--- src/rtl/edge_frame_writer.sv ---
// edge_frame_writer
//
// Purpose:
//   Turns a stream of interior gradient magnitudes ((IMG_W-2) x (IMG_H-2)
//   values in raster order) into a complete IMG_W x IMG_H 8-bit edge frame.
//   Border pixels are produced as 0x00 without consuming input. Interior
//   pixels are either saturated to 8 bits (THRESH = 0) or binarized against
//   THRESH.
//
// Ports:
//   clk         single clock, all state changes on the rising edge
//   rst         asynchronous active-high reset
//   in_valid    in_mag carries a valid magnitude
//   in_mag      11-bit unsigned |Gx|+|Gy| magnitude
//   in_ready    block accepts in_mag this cycle
//   out_valid   out_pixel / out_sof / out_eol are valid
//   out_ready   downstream accepts the output this cycle
//   out_pixel   8-bit output pixel
//   out_sof     output is frame position (0,0)
//   out_eol     output is the last column of its line
//   frame_done  one-cycle pulse while the final pixel transfers downstream

`timescale 1ns/1ps

module edge_frame_writer #(
    parameter int IMG_W  = 512,
    parameter int IMG_H  = 512,
    parameter int THRESH = 0
) (
    input  logic        clk,
    input  logic        rst,
    input  logic        in_valid,
    input  logic [10:0] in_mag,
    output logic        in_ready,
    output logic        out_valid,
    input  logic        out_ready,
    output logic [7:0]  out_pixel,
    output logic        out_sof,
    output logic        out_eol,
    output logic        frame_done
);

    localparam int CW = $clog2(IMG_W);
    localparam int RW = $clog2(IMG_H);
    localparam logic [CW-1:0] COL_LAST = CW'(IMG_W - 1);
    localparam logic [RW-1:0] ROW_LAST = RW'(IMG_H - 1);
    localparam logic [10:0]   THR      = 11'(THRESH);

    typedef enum logic {
        IDLE,
        ACTIVE
    } state_t;

    state_t          state_q;
    logic [RW-1:0]   row_q, row_d;
    logic [CW-1:0]   col_q, col_d;
    logic            allLoaded_q;
    logic            outLast_q;
    logic            out_valid_q;
    logic [7:0]      out_pixel_q, out_pixel_d;
    logic            out_sof_q;
    logic            out_eol_q;

    logic            isInterior;
    logic            isLastPos;
    logic            canLoad;
    logic            load;
    logic            outXfer;

    // Position decode for the next pixel to be loaded into the output
    // register, plus the load/handshake decisions. allLoaded_q keeps the
    // wrapped counters from starting a second frame while the last pixel
    // is still waiting for downstream.
    always_comb begin
        isInterior = (row_q != '0) && (row_q != ROW_LAST) &&
                     (col_q != '0) && (col_q != COL_LAST);
        isLastPos  = (row_q == ROW_LAST) && (col_q == COL_LAST);
        canLoad    = (state_q == ACTIVE) && !allLoaded_q &&
                     (!out_valid_q || out_ready);
        load       = canLoad && (!isInterior || in_valid);
        in_ready   = canLoad && isInterior;
        outXfer    = out_valid_q && out_ready;
        frame_done = outXfer && outLast_q;
    end

    // Pixel value for the position being loaded. The threshold compare uses
    // the full 11-bit magnitude, not the saturated value.
    always_comb begin
        out_pixel_d = 8'h00;
        if (isInterior) begin
            if (THRESH == 0) begin
                out_pixel_d = (in_mag > 11'd255) ? 8'hFF : in_mag[7:0];
            end else begin
                out_pixel_d = (in_mag >= THR) ? 8'hFF : 8'h00;
            end
        end
    end

    // Raster counters: column wraps into a row increment, row wraps to 0
    // after the last line.
    always_comb begin
        col_d = col_q + 1'b1;
        row_d = row_q;
        if (col_q == COL_LAST) begin
            col_d = '0;
            row_d = (row_q == ROW_LAST) ? '0 : row_q + 1'b1;
        end
    end

    // Main FSM. IDLE waits for in_valid without consuming it; ACTIVE walks
    // the frame, loading one position per cycle whenever the output
    // register is free or draining, and returns to IDLE as the final
    // pixel is accepted downstream.
    always_ff @(posedge clk or posedge rst) begin
        if (rst) begin
            state_q     <= IDLE;
            row_q       <= '0;
            col_q       <= '0;
            allLoaded_q <= 1'b0;
            outLast_q   <= 1'b0;
            out_valid_q <= 1'b0;
            out_pixel_q <= 8'h00;
            out_sof_q   <= 1'b0;
            out_eol_q   <= 1'b0;
        end else begin
            case (state_q)
                IDLE: begin
                    if (in_valid) begin
                        state_q <= ACTIVE;
                    end
                end
                ACTIVE: begin
                    if (load) begin
                        out_valid_q <= 1'b1;
                        out_pixel_q <= out_pixel_d;
                        out_sof_q   <= (row_q == '0) && (col_q == '0);
                        out_eol_q   <= (col_q == COL_LAST);
                        outLast_q   <= isLastPos;
                        row_q       <= row_d;
                        col_q       <= col_d;
                        if (isLastPos) begin
                            allLoaded_q <= 1'b1;
                        end
                    end else if (outXfer) begin
                        out_valid_q <= 1'b0;
                    end
                    if (frame_done) begin
                        state_q     <= IDLE;
                        allLoaded_q <= 1'b0;
                        outLast_q   <= 1'b0;
                    end
                end
                default: begin
                    state_q <= IDLE;
                end
            endcase
        end
    end

    assign out_valid = out_valid_q;
    assign out_pixel = out_pixel_q;
    assign out_sof   = out_sof_q;
    assign out_eol   = out_eol_q;

endmodule

--- config.mk ---
export PLATFORM = sky130hd
export DESIGN_NAME = edge_frame_writer
export DESIGN_NICKNAME = d
export VERILOG_FILES = /design/src/rtl/edge_frame_writer.sv
export SDC_FILE = /design/constraint.sdc
export NUM_CORES = 1
export LEC_CHECK = 0
export ABC_AREA = 1
export CAP_MARGIN = 10
export CORE_ASPECT_RATIO = 1.1
export CORE_MARGIN = 5
export CORE_UTILIZATION = 50
export CTS_CLUSTER_DIAMETER = 40
export CTS_CLUSTER_SIZE = 12
export DETAILED_ROUTE_END_ITERATION = 6
export GPL_TIMING_DRIVEN = 0
export PLACE_DENSITY = 0.83
export REMOVE_ABC_BUFFERS = 1
export SLEW_MARGIN = 25
export SYNTH_ARGS = -nofsm -noshare
export SYNTH_HDL_FRONTEND = slang
export SYNTH_SLANG_ARGS = --single-unit
--- constraint.sdc ---
create_clock -name clk -period 2.52 [get_ports clk]
set_input_delay 0.756 -clock clk [delete_from_list [all_inputs] [get_ports clk]]
set_output_delay 0.756 -clock clk [all_outputs]
set_load 0.02 [all_outputs]
# [Word-level counts from Yosys, hierarchy flattened]
# Cells that the tools add are included.
# Widths: inputs -> output; s select.
[word_totals] regBits=32 output_inout_bits=13
[classes] bitwise_logic=1 eq_ne=4 addsub=2 n_reduce_logical=28 muxes=14 n_lt_le_gt_ge=1
[op_table] op="$add 9x1->9 const B" n=2
[op_table] op="$eq 9x9->1 const B" n=2
[op_table] op="$logic_not 9->1" n=2
[op_table] op="$mux 9" n=2
[op_table] op="$ne 9x9->1 const B" n=2
[op_table] op="$reduce_bool 9->1" n=2
[op_table] op="$mux 8" n=2
[op_table] op="$gt 11x8->1 const B" n=1
[op_table] op="$logic_and 1x1->1" n=11
[op_table] op="$mux 1" n=9
[op_table] op="$reduce_and 2->1" n=3
[op_table] op="$reduce_and 3->1" n=2
[op_table] op="$reduce_bool 2->1" n=3
[op_table] op="$logic_not 1->1" n=3
[op_table] op="$logic_or 1x1->1" n=2
[op_table] op="$pmux 1 s2" n=1
[op_table] op="$not 1->1" n=1

# [Longest topological paths before layout]
# Gate-level depths: netlist (run 1).
[depth] depth_word=9 depth_mapped=13 depth_no_buf=12

# [Worst setup path before layout (run 1)]
# No wires, ideal clock.
[synth_timing] kind="reg-to-output" start="register col_q[0]" end="output port in_ready" n_path_buf=1 arrival_time_ps=1959 path_slack_ps=-195 required_ps=1764 path_stages_with_launch=11 path_cell_list="dfrtp_1 ha_1 nand3_1 nor2_1 nand2_1 nor2_1 ha_1 clkbuf_1 nor2_4 nand2_1 nor3b_1"
[synth_via] elab_chain_cells=4 elab_cells_between_ends=5
[synth_lines] element="from (decl)" line_no="56" rtl="logic [CW-1:0] col_q, col_d;"
[synth_lines] element="from (signal assigned)" line_no="140" rtl="col_q <= col_d;"
[synth_lines] element="$reduce_bool 9->1" line_no="76" rtl="(col_q != '0) && (col_q != COL_LAST);"
[synth_lines] element="$logic_and 1x1->1" line_no="75" rtl="isInterior = (row_q != '0) && (row_q != ROW_LAST) &&"
[synth_lines] element="$logic_and 1x1->1 *" line_no="76"
[synth_lines] element="$logic_and 1x1->1 *" line_no="81" rtl="in_ready = canLoad && isInterior;"
[synth_lines] element="to (decl)" line_no="34" rtl="output logic in_ready,"
# Every way passes the cells marked *; elsewhere a longest branch is shown, timed or not.

# [Worst setup path in the final report (run 1)]
# Same ends and word-level chain as after synthesis.

==> reports/metrics.yaml, run 1 <==
cells_and_area:
  antenna_cells: 0
  final_cell_mix: "70 x nand2_1, 32 x dfrtp_1, 29 x nor2_1"
  design_area_sq_um: 2340
  layout_commonest_cell: "nand2_1"
  final_util: 0.641
  syn2layout_area_growth_pct: 23.8
  fin_nets: 295
  fillerInstances: 326
  drive_gt1_frac: 0.160
timing:
  drv_slew: 0
  post-route-period-util: 1.02
  grt_setup_unrepaired: "true"
  tightestPinTransition_ns: 0.679
  clock_skew_ns: 0.00334
  setup_violations: 1
  timing.fmax_mhz: 389
  max_slew_margin: 0.547
  setup_ws_ns: -0.0477
  hold_viol: 0
  hold-worst-slack_ns: 0.479
  fin_crit_ns: 2.57
power_and_ir_drop:
  clockPowerShare: 0.429
  p_seq_frac: 0.533
  peakVddDrop_uv: 318
  sw_frac_of_total: 0.220
  finalPower_mw: 0.963
  cellLeakagePower_nw: 1.18
  share_comb_of_total_power: 0.038
  p_int_mw: 0.751
  switching_power_mw: 0.212
  power.density_nw_per_um2: 411
grt:
  grtUsageTotal: 0.181
  gr-total-overflow: 0
  grt_max_degree: 33
  grt_pass1_vias: 1585
  grt_pass1_wl_um: 6950
  antenna_found_initial: 0
clocking:
  cts_hold_buf: 0
  clkSlewWorstSetupHoldPaths_ns: 0.07
  htreeDepth: 2
  cts_tree: "yes"
  worstSkewPairLatency_ns: 0.28
  cts_buffers: 5
  clock-root-buffer: "clkbuf_8"
  cts_sinks: 32
  clockBufferDepth: 2
routing:
  drc: 0
  drt_first_pass_iters: 4
  wire_per_inst_um: 12.5
  drt_wl_total_um: 4050
  antenna_left: 0
  drtIter0Drc: 165
  vias: 1640
  vias_per_cell: 5.05
setup_path:
  critical_path.max_fanout: 2
  crit_required_ns: 1.76
  path_class: "flop to output pin"
  startpoint_type: "flop"
  cp.arrival_ns: 1.81
  endpoint_kind: "output pin"
die:
  die-area_sq_um: 5120
  coreArea_sq_um: 3650
  start_util: 0.518
  die_height_um: 74.5
  fp.dieW_um: 68.7
  rows: 23
  io_pins: 28
place:
  place_congestion: 0.802
  io_buffer_count: 27
  placed_area_sq_um: 2160
  dpl.hpwl_um: 2640
  dp_slack_ns: -1.14
synthesis:
  yosys_warnings: 0
  netlist_top_cells_area: "dfrtp_1 42%, nand2_1 14%, nor2_1 6.1%"
  synth-seq-cells: 32
  yosysSeqAreaShare: 0.423
  yosys_most_used_dff: "dfrtp_1"
  yosys.area.top_type_share: 0.423
  syn-cell-area_sq_um: 1890
  syn_inst: 241
  synth.distinct_cells: 28
  synth_area_leader_cell: "dfrtp_1"
  synthArstFlopShare: 1.00
  synth-edff-count: 0
  syn_area_per_cell_sq_um: 7.86
status:
  status: "finished, violations left"
  violations: "negative setup slack"
hold_path:
  hold_class: "flop to flop"
job:
  maxCapViolCount: 0
-- final cells by class --
type                       instances  area, sq um  share of cell area
multi-input combinational        174          965               0.412
sequential                        32          801               0.342
timing repair buffer              35          325               0.139
inverter                          26         97.6              0.0416
clock buffer                       6         82.6              0.0352
tap                               50         62.6              0.0267
clock inverter                     2         10.0             0.00427
-- worst max-delay path: stages, from the launching register on --
cell and delay (ns):
dfrtp_1 0.39, ha_2 0.20, nand3_2 0.09, nor2_2 0.05, nand2_2 0.07, nor2_2 0.05, ha_4 0.16, nor2_4 0.11
nand2_2 0.06, nor3b_2 0.18, buf_4 0.17
-- through the flow --
stage          std cells  TNS, ns
2_1_floorplan        232   -0.227
6_report             325  -0.0477
3_5_place_dp         309    -4.45
5_1_grt              325   -0.127
4_1_cts              323  -0.0424
3_3_place_gp         309    -3.73
-- cells in the mapped netlist, types with 3 or more instances --
master	instances
a21oi_1	8
dfrtp_1	32
ha_1	6
inv_1	26
nand2_1	72
nand3_1	5
nand3_2	4
nand3b_1	3
nand4_1	12
nor2_1	31
o21ai_0	3
o21ai_1	9
o21ai_2	6
xor2_1	4
-- layer usage --
layer / vias up / track usage / part of all wire / routed length (um)
li1: 833 / - / - / -
met1: 767 / 0.212 / 0.43 / 1730
met2: 34 / 0.310 / 0.52 / 2090
met3: 6 / 0.0453 / 0.045 / 184
met4: 0 / 0.0795 / 0.012 / 48
met5: - / 0 / 0 / 0
-- power by group through the flow --
stage | logic, mW | registers, mW | clock network [mW]
2_1_floorplan | 0.0120 | 0.523 | 0
3_3_place_gp | 0.0375 | 0.523 | 0
3_5_place_dp | 0.0384 | 0.523 | 0
4_1_cts | 0.0379 | 0.513 | 0.421
5_1_grt | 0.0406 | 0.513 | 0.446
6_report | 0.0368 | 0.513 | 0.413
-- flip-flops by register name, summed over array words and instances, names as in the netlist --
signal       flops
allLoaded_q      1
col_q            9
outLast_q        1
out_eol          1
out_pixel        8
out_sof          1
out_valid        1
row_q            9
state_q          1
-- cells by family after synthesis --
family                     share of synthesized area
and+or+nand+nor                                0.337
adders and majority gates                     0.0397
AOI/OAI and AO/OA                             0.0912
buffers and inverters                         0.0859
xor gates and xnor gates                      0.0231
DFF                                            0.423
-- path summary, 6_finish.rpt --
kind	end	slack, ns	start	cells after the start
max in group asynchronous	row_q[3]	1.19	rst	2
min reg2reg	out_eol	0.48	out_eol	2
min in group asynchronous	row_q[8]	0.90	rst	2
min	out_eol	0.48	out_eol	2
max	in_ready	-0.05	col_q[0]	10
max reg2reg	col_q[7]	0.21	col_q[0]	14
-- what timing repair did --
item	CTS	global route
buffers inserted	6	2
gates resized for setup	16	2
endpoints found under the hold margin	0	0
pin swaps	4	4
setup endpoints to repair	7	1
(Power assumes the default switching activity.)
==> run 2, diff against run 1 <==
--- a/config.mk
+++ b/config.mk
@@ -7,3 +7,3 @@
 export LEC_CHECK = 0
-export ABC_AREA = 1
+export ABC_AREA = 0
 export CAP_MARGIN = 10
@@ -16,3 +16,3 @@
 export GPL_TIMING_DRIVEN = 0
-export PLACE_DENSITY = 0.83
+export PLACE_DENSITY = 0.85
 export REMOVE_ABC_BUFFERS = 1
==> constraint.sdc (replaced) <==
create_clock -name clk -period 2.52 [get_ports clk]
set_input_delay 0.252 -clock clk [delete_from_list [all_inputs] [get_ports clk]]
set_output_delay 0.252 -clock clk [all_outputs]
set_load 0.02 [all_outputs]
==> run 2 against run 1 <==
Against the previous run: the run still ends with negative setup slack left; critical path depth decreased by 2; register-to-register slack got worse by 0.22 ns; final cell count fell by 22%; non-clock buffer count increased by 8; worst setup slack improved by 0.015 ns; clock skew grew 0.015 ns; sequential power about the same; via count down 10%; critical path type unchanged; highest routed layer unchanged.
==> reports/metrics.yaml, run 2 <==
clocking:
  cts_sinks: 32
  htreeDepth: 2
  worstSkewPairLatency_ns: 0.35
  clock-root-buffer: "clkbuf_4"
  clockBufferDepth: 2
  cts_tree: "yes"
  clkSlewWorstSetupHoldPaths_ns: 0.11
  cts_buffers: 5
timing:
  fin_crit_ns: 2.55
  fin_setup_tns_ns: -0.0661
  setup_violations: 4
  setup_ws_ns: -0.0329
  hold-worst-slack_ns: 0.307
  post-route-period-util: 1.01
  tightestPinTransition_ns: 0.682
  clock_skew_ns: 0.0181
  hold_viol: 0
  timing.fmax_mhz: 392
  max_slew_margin: 0.544
  drv_slew: 0
  grt_setup_unrepaired: "true"
routing:
  vias_per_cell: 5.81
  vias: 1476
  drt_first_pass_iters: 4
  wire_per_inst_um: 17.8
  drtIter0Drc: 79
  drt_wl_total_um: 4530
  drc: 0
  antenna_left: 0
die:
  start_util: 0.532
  die_height_um: 70.3
  die-area_sq_um: 4550
  rows: 21
  io_pins: 28
  fp.dieW_um: 64.8
  coreArea_sq_um: 3100
setup_path:
  path_cells: "ha_2 > and3_4 > and3_4 > and3_4 > ha_4 > a21o_4 > nor4b_4 > buf_4"
  r2r_slack_ns: -0.01
  startpoint: "col_q[0]"
  reg2regPathDepth: 10
  cpMostUsedCell: "and3_4"
  startpoint_type: "flop"
  cp.arrival_ns: 2.30
  rr_startpoint: "col_q[0]"
  path_class: "flop to output pin"
  slowest_delay_ns: 0.40
  crit_required_ns: 2.27
  endpoint_kind: "output pin"
  critical_path.max_fanout: 2
  endpoint: "in_ready"
  r2r-end: "col_q[8]"
  cpMaxStageDelayCell: "dfrtp_1"
synthesis:
  yosys_warnings: 0
  yosysMostFrequentCell: "dfrtp_1"
  netlist_top_cells_area: "dfrtp_1 49%, o21ai_0 7.0%, nand2_1 6.1%"
  yosysSeqAreaShare: 0.485
  synth-edff-count: 0
  yosys-top-cells-count: "32 x dfrtp_1, 27 x nand2_1, 23 x o21ai_0"
  synthArstFlopShare: 1.00
  syn_area_per_cell_sq_um: 9.32
  syn-cell-area_sq_um: 1650
  yosys.area.top_type_share: 0.485
  synth.distinct_cells: 39
  yosys_most_used_dff: "dfrtp_1"
  synth_area_leader_cell: "dfrtp_1"
  syn_inst: 177
  synth-seq-cells: 32
place:
  dpl.hpwl_um: 2940
  place_congestion: 0.862
  io_buffer_count: 27
  placed_area_sq_um: 1940
  dp_slack_ns: -0.710
  dp.cells: 231
hold_path:
  hold_class: "primary input to async pin"
cells_and_area:
  final_cells: 254
  design_area_sq_um: 2210
  fin_nets: 240
  drive_gt1_frac: 0.200
  layout_commonest_cell: "dfrtp_1"
  final_cell_mix: "31 x dfrtp_1, 27 x nand2_1, 26 x clkdlybuf4s50_1"
  antenna_cells: 0
  syn2layout_area_growth_pct: 33.7
  final_util: 0.712
  fillerInstances: 225
status:
  violations: "negative setup slack"
  status: "finished, violations left"
power_and_ir_drop:
  power.density_nw_per_um2: 428
  finalPower_mw: 0.945
  peakVddDrop_uv: 505
  cellLeakagePower_nw: 0.981
grt:
  gr-total-overflow: 0
  grtUsageTotal: 0.205
  grt_pass1_wl_um: 7190
  grt_pass1_vias: 1532
  antenna_found_initial: 0
  grt_max_degree: 33
job:
  maxCapViolCount: 0
run 2: cell types whose count changed after synthesis, moves of 4 or more:
cell | before | now
o21ai_0 | 3 | 23
nand4_1 | 12 | 0
nor2_1 | 31 | 18
inv_1 | 26 | 7
nand2_1 | 72 | 27
and3_1 | 0 | 5
o21ai_1 | 9 | 0
o21ai_2 | 6 | 0
nand3_2 | 4 | 0
xor2_1 | 4 | 0
nor3_1 | 0 | 4
run 2: final cells by class:
| type | instances | area (sq um) | share of cell area |
|---|---|---|---|
| Clock buffer | 6 | 41.3 | 0.0187 |
| Sequential cell | 32 | 802 | 0.363 |
| Timing Repair Buffer | 43 | 397 | 0.180 |
| Clock inverter | 2 | 35.0 | 0.0159 |
| Multi-Input combinational cell | 130 | 863 | 0.391 |
| Tap cell | 34 | 42.5 | 0.0193 |
| Inverter | 7 | 26.3 | 0.0119 |
run 2: worst max-delay path: cells and delay by family (launching register included):
kind / cells / cell delay, ns
adder cells (fa/ha/maj): 2 / 0.35
AND/OR/NAND/NOR: 4 / 0.80
buffers and inverters: 1 / 0.20
AO/OA/AOI/OAI: 1 / 0.19
flip-flops: 1 / 0.40
run 2: logic make-up (layout without fill, tap and decap cells):
logic type / count (synthesis) / in the layout / share of synthesized area
buffers and inverters: 15 / 58 / 0.0417
AND/OR/NAND/NOR: 82 / 82 / 0.266
multiplexers: 2 / 2 / 0.0136
XOR/XNOR: 3 / 3 / 0.0159
flip-flops: 32 / 32 / 0.485
AO/OA/AOI/OAI: 37 / 37 / 0.132
adder cells (fa/ha/maj): 6 / 6 / 0.0455
run 2: how the worst min path moves through the flow:
stage,cells past startpoint,endpoint,slack (ns),start
floorplan,1,allLoaded_q,0.37,rst
global placement,2,out_eol,0.46,out_eol
detailed placement,2,out_eol,0.48,out_eol
CTS,2,out_pixel[7],0.32,rst
global route,2,out_pixel[7],0.37,rst
finish,2,out_pixel[7],0.31,rst
run 2: repair_timing:
| action | 4_1_cts | 5_1_grt |
|---|---|---|
| setup buffers | 11 | 3 |
| cloned | 0 | 1 |
| gates resized for setup | 15 | 9 |
| hold buffers | 0 | 0 |
| setup endpoints to repair | 29 | 24 |
| pin swaps | 3 | 4 |
run 2: where the power goes:
part / internal, mW / switching, mW
clock: 0.208 / 0.186
combinational: 0.0202 / 0.0174
sequential: 0.513 / 0.0000000000000000597
run 2: metal layers:
layer / vias to the layer above / routed length (um) / global-route usage
li1: 699 / - / -
met1: 740 / 1610 / 0.215
met2: 29 / 2670 / 0.381
met3: 8 / 160 / 0.0545
met4: 0 / 81 / 0.0798
met5: - / 0 / 0
==> run 3, diff against run 2 <==
CORE_MARGIN = 8   (was 5)
SKIP_LAST_GASP = 1   (was not set)
==> run 3 against run 2 <==
Against the previous run: first-iteration DRC count fell by 5.1%; the run still ends with negative setup slack left; routed wire length fell by 16%; final cell count did not move; sequential cell count did not move; sequential power barely moved; die area rose by 19%; clock power fell by 22%; worst setup slack got worse by 0.0012 ns; maximum frequency barely moved; via count fell by 1.4%.
==> reports/metrics.yaml, run 3 (synthesis results as in run 2) <==
clocking:
  cts_sinks: 32
  cts_tree: "yes"
  clock-root-buffer: "clkbuf_4"
  htreeDepth: 2
  worstSkewPairLatency_ns: 0.33
  cts_buffers: 5
  clkSlewWorstSetupHoldPaths_ns: 0.10
  clockBufferDepth: 2
  cts_hold_buf: 0
cells_and_area:
  drive_gt1_frac: 0.193
  antenna_cells: 0
  final_cell_mix: "32 x dfrtp_1, 26 x nand2_1, 26 x clkdlybuf4s50_1"
  syn2layout_area_growth_pct: 30.9
  layout_commonest_cell: "dfrtp_1"
  fin_nets: 238
setup_path:
  crit_required_ns: 2.27
  endpoint_kind: "output pin"
  r2r-end: "col_q[8]"
  reg2regPathDepth: 9
  slowest_delay_ns: 0.41
  path_cells: "ha_2 > and3_4 > and3_4 > and3_4 > ha_4 > a21o_1 > nor4b_2 > buf_4"
  critical_path.max_fanout: 2
  rr_startpoint: "col_q[0]"
  path_class: "flop to output pin"
  cpMaxStageDelayCell: "dfrtp_1"
  startpoint_type: "flop"
  cp.arrival_ns: 2.30
  r2r_slack_ns: 0.04
  crit_buf_inv: 1
  cp_top_family: "simple AND/OR/NAND/NOR gates"
  cpMostUsedCell: "and3_4"
timing:
  hold-worst-slack_ns: 0.341
  clock_skew_ns: 0.00291
  setup_ws_ns: -0.0341
  fin_crit_ns: 2.55
  grt_setup_unrepaired: "true"
  fin_setup_tns_ns: -0.0341
  post-route-period-util: 1.01
  drv_slew: 0
  max_slew_margin: 0.550
  setup_violations: 1
  tightestPinTransition_ns: 0.675
  hold_viol: 0
  timing.fmax_mhz: 392
die:
  start_util: 0.508
  fp.dieW_um: 70.8
  coreArea_sq_um: 3250
  die-area_sq_um: 5400
  die_height_um: 76.3
  io_pins: 28
  rows: 22
job:
  maxCapViolCount: 0
routing:
  vias: 1455
  drt_first_pass_iters: 4
  drt_wl_total_um: 3800
  wire_per_inst_um: 15.0
  antenna_left: 0
  vias_per_cell: 5.73
  drtIter0Drc: 75
  drc: 0
grt:
  grt_pass1_wl_um: 6420
  gr-total-overflow: 0
  grtUsageTotal: 0.146
  grt_pass1_vias: 1516
  grt_max_degree: 33
  antenna_found_initial: 0
status:
  status: "finished, violations left"
  violations: "negative setup slack"
place:
  dp_slack_ns: -0.531
  io_buffer_count: 27
  place_congestion: 0.796
  dpl.hpwl_um: 2530
power_and_ir_drop:
  peakVddDrop_uv: 415
  power.density_nw_per_um2: 398
  finalPower_mw: 0.859
  cellLeakagePower_nw: 0.960
hold_path:
  hold_class: "primary input to async pin"
-- run 3: timing repair --
item                                    in CTS  in global routing
hold endpoints to repair                     0                  0
buffers inserted                            10                  3
endpoints found under the setup margin      27                 17
gates resized for setup                     15                  6
gates cloned                                 0                  0
pin swaps                                    4                  4
-- run 3: per-stage QoR --
| stage | instances | util | instance area, sq um |
|---|---|---|---|
| 2_1_floorplan | 169 | - | 1610 |
| 6_report | 254 | 0.665 | 2160 |
| 4_1_cts | 252 | 0.655 | 2130 |
| 3_5_place_dp | 234 | 0.601 | 1950 |
| 3_3_place_gp | 232 | 0.592 | 1920 |
| 5_1_grt | 254 | 0.665 | 2160 |
-- run 3: metal layers --
layer | GRT usage | share of wire
met4 | 0.0771 | 0.033
met5 | 0 | 0
met3 | 0.0605 | 0.077
met2 | 0.232 | 0.48
met1 | 0.162 | 0.41
-- run 3: area by class of cell --
cell class / count / area (sq um)
fillers: 245 / 1090
multi-input cells: 130 / 837
repair buffers: 41 / 389
clock inverters: 2 / 10.0
inverters: 7 / 26.3
well taps: 36 / 45.0
flip-flops and latches: 32 / 801
clock buffers: 6 / 51.3
-- run 3: worst max path at each step --
stage,start,endpoint,slack (ns),cells past startpoint
finish,col_q[0],in_ready,-0.03,8
global route,col_q[0],in_ready,-0.10,8
CTS,col_q[1],in_ready,-0.03,8
detailed placement,col_q[0],col_q[8],-0.53,10
global placement,col_q[0],col_q[8],-1.60,8
floorplan,col_q[0],col_q[8],-0.88,8
-- run 3: report_power, final --
part / internal (mW) / switching, mW / total, mW
clock network: 0.133 / 0.176 / 0.308
registers: 0.513 / 0.0000000000000000521 / 0.513
logic: 0.0202 / 0.0172 / 0.0374
